===== config.mk =====
export PLATFORM = sky130hd
export DESIGN_NAME = pic_irq_core_n
export DESIGN_NICKNAME = d
export VERILOG_FILES = /design/src/rtl/pic_irq_core_n.sv
export SDC_FILE = /design/constraint.sdc
export NUM_CORES = 1
export LEC_CHECK = 0
export ABC_CLOCK_PERIOD_IN_PS = 5550
export CAP_MARGIN = 20
export CORE_UTILIZATION = 45
export DETAILED_ROUTE_END_ITERATION = 10
export PLACE_DENSITY = 0.69
export SYNTH_ARGS = -nofsm -noshare
export SYNTH_HDL_FRONTEND = slang
export SYNTH_SLANG_ARGS = --single-unit

===== constraint.sdc =====
create_clock -name clk -period 5.55 [get_ports clk]
set_input_delay 1.3875 -clock clk [delete_from_list [all_inputs] [get_ports clk]]
set_output_delay 1.3875 -clock clk [all_outputs]
set_load 0.05 [all_outputs]

===== src/rtl/pic_irq_core_n.sv =====
// Interrupt-priority core: IRR/ISR/IMR, fixed or rotating priority, edge/level
// trigger, normal/auto EOI, and vector = base + index on a single-cycle acknowledge.
module pic_irq_core_n #(
    parameter int unsigned N_IRQ = 8,
    parameter int unsigned VEC_W = 8,
    parameter int unsigned IDX_W = $clog2(N_IRQ)
) (
    input  logic             clk,
    input  logic             rst,
    input  logic [N_IRQ-1:0] irq_in,
    input  logic             level_mode,
    input  logic             rotate_mode,
    input  logic             auto_eoi,
    input  logic [VEC_W-1:0] vector_base,
    input  logic             imr_we,
    input  logic [N_IRQ-1:0] imr_wdata,
    input  logic             inta,
    input  logic             eoi,
    input  logic             eoi_specific,
    input  logic [IDX_W-1:0] eoi_level,
    output logic             int_out,
    output logic             vec_valid,
    output logic [VEC_W-1:0] vec_out,
    output logic [N_IRQ-1:0] irr,
    output logic [N_IRQ-1:0] isr,
    output logic [N_IRQ-1:0] imr
);

    localparam logic [IDX_W-1:0] LP_RST = IDX_W'(N_IRQ - 1);

    logic [N_IRQ-1:0] irq_q;
    logic [IDX_W-1:0] lp;

    logic [N_IRQ-1:0] pend;
    logic             win_found;
    logic [IDX_W-1:0] win_idx;
    logic [IDX_W-1:0] win_rank;
    logic             srv_found;
    logic [IDX_W-1:0] srv_idx;
    logic [IDX_W-1:0] srv_rank;

    logic             ack_hit;
    logic [N_IRQ-1:0] ack_oh;
    logic [N_IRQ-1:0] ack_set;
    logic [N_IRQ-1:0] eoi_clr;
    logic             eoi_hit;
    logic [IDX_W-1:0] eoi_idx;
    logic [N_IRQ-1:0] irr_nxt;
    logic [N_IRQ-1:0] isr_nxt;
    logic [IDX_W-1:0] lp_nxt;
    logic [VEC_W-1:0] vec_nxt;

    // Index at priority rank 'off' (0 = highest), given lowest-priority index 'base'.
    function automatic logic [IDX_W-1:0] rot_idx(input logic [IDX_W-1:0] base,
                                                 input int unsigned off);
        int unsigned s;
        s = 32'(base) + 32'd1 + off;
        if (s >= N_IRQ) s = s - N_IRQ;
        return IDX_W'(s);
    endfunction

    // Priority scan of pending requests and of in-service bits.
    always_comb begin
        pend      = irr & ~imr;
        win_found = 1'b0;
        win_idx   = '0;
        win_rank  = '0;
        srv_found = 1'b0;
        srv_idx   = '0;
        srv_rank  = '0;
        for (int unsigned k = 0; k < N_IRQ; k++) begin
            if (!win_found && pend[rot_idx(lp, k)]) begin
                win_found = 1'b1;
                win_idx   = rot_idx(lp, k);
                win_rank  = IDX_W'(k);
            end
            if (!srv_found && isr[rot_idx(lp, k)]) begin
                srv_found = 1'b1;
                srv_idx   = rot_idx(lp, k);
                srv_rank  = IDX_W'(k);
            end
        end
    end

    assign int_out = win_found && (!srv_found || (win_rank < srv_rank));

    // Acknowledge is taken from pre-EOI state; EOI clears, then acknowledge sets.
    always_comb begin
        ack_hit = inta && win_found;
        ack_oh  = ack_hit ? (N_IRQ'(1) << win_idx) : '0;
        ack_set = auto_eoi ? '0 : ack_oh;
        eoi_idx = eoi_specific ? eoi_level : srv_idx;
        eoi_clr = '0;
        if (eoi) begin
            if (eoi_specific)   eoi_clr = N_IRQ'(1) << eoi_level;
            else if (srv_found) eoi_clr = N_IRQ'(1) << srv_idx;
        end
        eoi_hit = |(isr & eoi_clr);

        if (level_mode) irr_nxt = irq_in & ~ack_oh;
        else            irr_nxt = (irr & ~ack_oh) | (irq_in & ~irq_q);
        isr_nxt = (isr & ~eoi_clr) | ack_set;

        lp_nxt = lp;
        if (!rotate_mode)             lp_nxt = LP_RST;
        else if (ack_hit && auto_eoi) lp_nxt = win_idx;
        else if (eoi_hit)             lp_nxt = eoi_idx;

        if (ack_hit) vec_nxt = vector_base + VEC_W'(win_idx);
        else         vec_nxt = vector_base + VEC_W'(N_IRQ - 1);
    end

    always_ff @(posedge clk) begin
        if (rst) begin
            irq_q     <= '0;
            irr       <= '0;
            isr       <= '0;
            imr       <= '0;
            lp        <= LP_RST;
            vec_valid <= 1'b0;
            vec_out   <= '0;
        end else begin
            irq_q     <= irq_in;
            irr       <= irr_nxt;
            isr       <= isr_nxt;
            lp        <= lp_nxt;
            vec_valid <= inta;
            if (imr_we) imr <= imr_wdata;
            if (inta)   vec_out <= vec_nxt;
        end
    end

endmodule

==> metrics.cfg <==
[outcome]
status = completed

[route]
drc_errors = 0
routed_wl_um = 13300
drtIter0Drc = 245
wl_per_cell_um = 18.6
dr.pass1.iters = 5
routed-via-count = 4387
vias_per_cell = 6.14
ant_nets = 0

[synthesis]
seq_area_frac_synth_pct = 20.4
syn_inst = 536
yosysTopAreaCellShare_pct = 20.4
synthFlopType = dfxtp_1
async_reset_ff_share_pct = 0
synth.distinct_cells = 73
yosys.area.top_type = dfxtp_1
avgSynthCellArea_um2 = 8.06
synth.area.top_cells = dfxtp_1 20%, mux4_2 8.9%, mux2i_1 7.9%, nor2_1 5.6%, nand2_1 3.1%
yosysWarnings = 0
synthesis.nets = 580
synth_seq_cells = 44
synth_edf_count = 0
synthesis.area_um2 = 4320

[clock_network]
clock_path_buffers = 2
numCtsBuffers = 5
cts_tree = done
ctsHoldBuffers = 0
cts_setup_buffers = 0
path_clk_slew_ns = 0.10
cts_resized = 0
htree_levels = 2
clock_sinks = 44
cts-root-buf = clkbuf_8
clk_latency_ns = 0.30

[grt]
grt_pass1_vias = 4070
antenna_found_initial = 0
grt_max_degree = 44
track_usage_pct = 26.7
grt_pass1_wl_um = 21100
grt.overflow.total = 0

[timing]
timing_hold_violations_final = 0
tns_ns = 0
rsz0062_at_grt = no
fmax_mhz = 188
finalCritPeriodShare_pct = 95.8
fin_skew_ns = 0.0130
setup_viol = 0
final_max_slew_viol_count = 0
tightest_slew_ns = 0.771
slew_headroom_pct = 48.3
period_needed_ns = 5.31

[critical_path]
critPathMaxFanout = 18
crit_required_ns = 4.16
cp-end-kind = output pin
cp_num_buf_inv = 3
r2r_cells = 17
crit_arrival_ns = 3.93
crit_chain = inv_2 -> ha_2 -> buf_4 -> mux2i_1 -> mux4_2 -> or4b_1 -> nor2_4 -> nor2_1 -> and2_1 -> ha_1 -> a21oi_1 -> o21a_1 -> buf_12
worst-path-stages = 13
crit_type = reg -> out
cpPeakStageDelay_ns = 0.63
crit_family = simple AND/OR/NAND/NOR gates
worst_path_max_delay_cell = or4b_1
startpoint_type = register

[finish]
n_fill_cell = 912
drive_gt1_share_pct = 10.1
nets = 629
syn_to_final_growth_pct = 20.6
antenna_cells = 0

[die]
core_area_um2 = 9280
num_io_pins = 70
die_x_um = 100
die_y_um = 100
fp-row-count = 35
dieArea_um2 = 10000
start_util_pct = 46.5

[place]
place.gp.congestion = 0.976
dp_hpwl_um = 10200
portBuffers = 69

[worst_hold_path]
hold_depth = 1
hold_class = reg -> reg

[run]
cap_viol_max_count = 0

-- worst paths after layout --
kind         startpoint          to  slack [ns]
max               lp[0]     int_out        0.24
min            irq_q[3]      irr[3]        0.43
max reg2reg       lp[0]  vec_out[6]        0.75
min reg2reg    irq_q[3]      irr[3]        0.43
-- Yosys cell counts (all sizes together) (6+ instances only) --
library cell  instances
buf                  11
nand3b                9
a211o                 9
o21ai                26
mux4                 17
and2                  6
or3                   9
mux2                  9
o21a                  7
nor2b                16
dfxtp                44
mux2i                34
nor3                 13
clkbuf               27
a21oi                26
o32ai                 8
nand2b               20
a211oi               12
nand2                36
inv                  22
ha                    7
nand3                10
nor2                 65
-- metal layers --
layer | track usage (%) | vias to the layer above | wire (um)
met2 | 43.8 | 158 | 6300
met1 | 38.5 | 2116 | 6090
met5 | 0 | - | 0
met3 | 2.79 | 12 | 798
met4 | 4.35 | 0 | 123
li1 | - | 2101 | -
-- registers in the layout, summed over array words and instances, names as in the netlist --
signal,cells
imr,8
irq_q,8
irr,8
isr,8
vec_out,8
lp,3
vec_valid,1
-- cells by family after synthesis --
family          Yosys count  synth area share [%]
fa+ha+maj                 8                  2.49
mux                      60                  19.3
xor+xnor                 11                  3.07
compound gates          144                  23.9
simple gates            209                  25.0
buf+inv                  60                  5.99
flops                    44                  20.4
-- cell type report --
class                   count  area (um2)  share of cell area [%]
well taps                 129         161                    3.10
repair buffers             80         787                    15.1
multi-input cells         432        3180                    61.1
clock buffers               5        68.8                    1.32
inverters                  22        82.6                    1.58
clock inverters             3        46.3                   0.888
flip-flops and latches     44         882                    16.9
-- cell usage in the layout, fill, tap and decap left out, types with 10 or more instances in the layout --
cell type	n
a211oi_1	10
a21oi_1	26
buf_4	10
clkdlybuf4s50_1	68
dfxtp_1	43
inv_1	21
mux2i_1	34
mux4_2	17
nand2_1	36
nand2b_1	20
nand3_1	10
nor2_1	64
nor2b_1	16
nor3_1	13
o21ai_0	17
-- stage by stage --
step	worst slack (ns)	utilization, %	area (um2)	hold WS, ns	std cells
3_5_place_dp	0.476	54.8	5090	0.422	707
2_1_floorplan	0.473	-	4320	0.412	536
5_1_grt	0.0105	56.1	5210	0.458	715
3_3_place_gp	0.584	54.8	5090	0.417	707
4_1_cts	0.156	56.1	5210	0.431	715
6_report	0.235	56.1	5210	0.426	715
-- worst reg2reg max path, stage by stage, from the launching register on --
cell       delay, ns
dfxtp_2         0.34
buf_6           0.22
ha_1            0.31
xnor2_2         0.46
xnor2_1         0.26
mux4_2          0.65
nor4_1          0.36
buf_4           0.22
and2_1          0.17
o32ai_1         0.19
nand3_1         0.15
ha_1            0.18
inv_1           0.05
fa_1            0.38
nor2b_1         0.21
o2111ai_1       0.14
xor2_1          0.17
a211oi_1        0.25
Power is left out: the tool's default activity adds up to more than one toggle a clock period on the data nets, which glitch-free logic cannot reach.
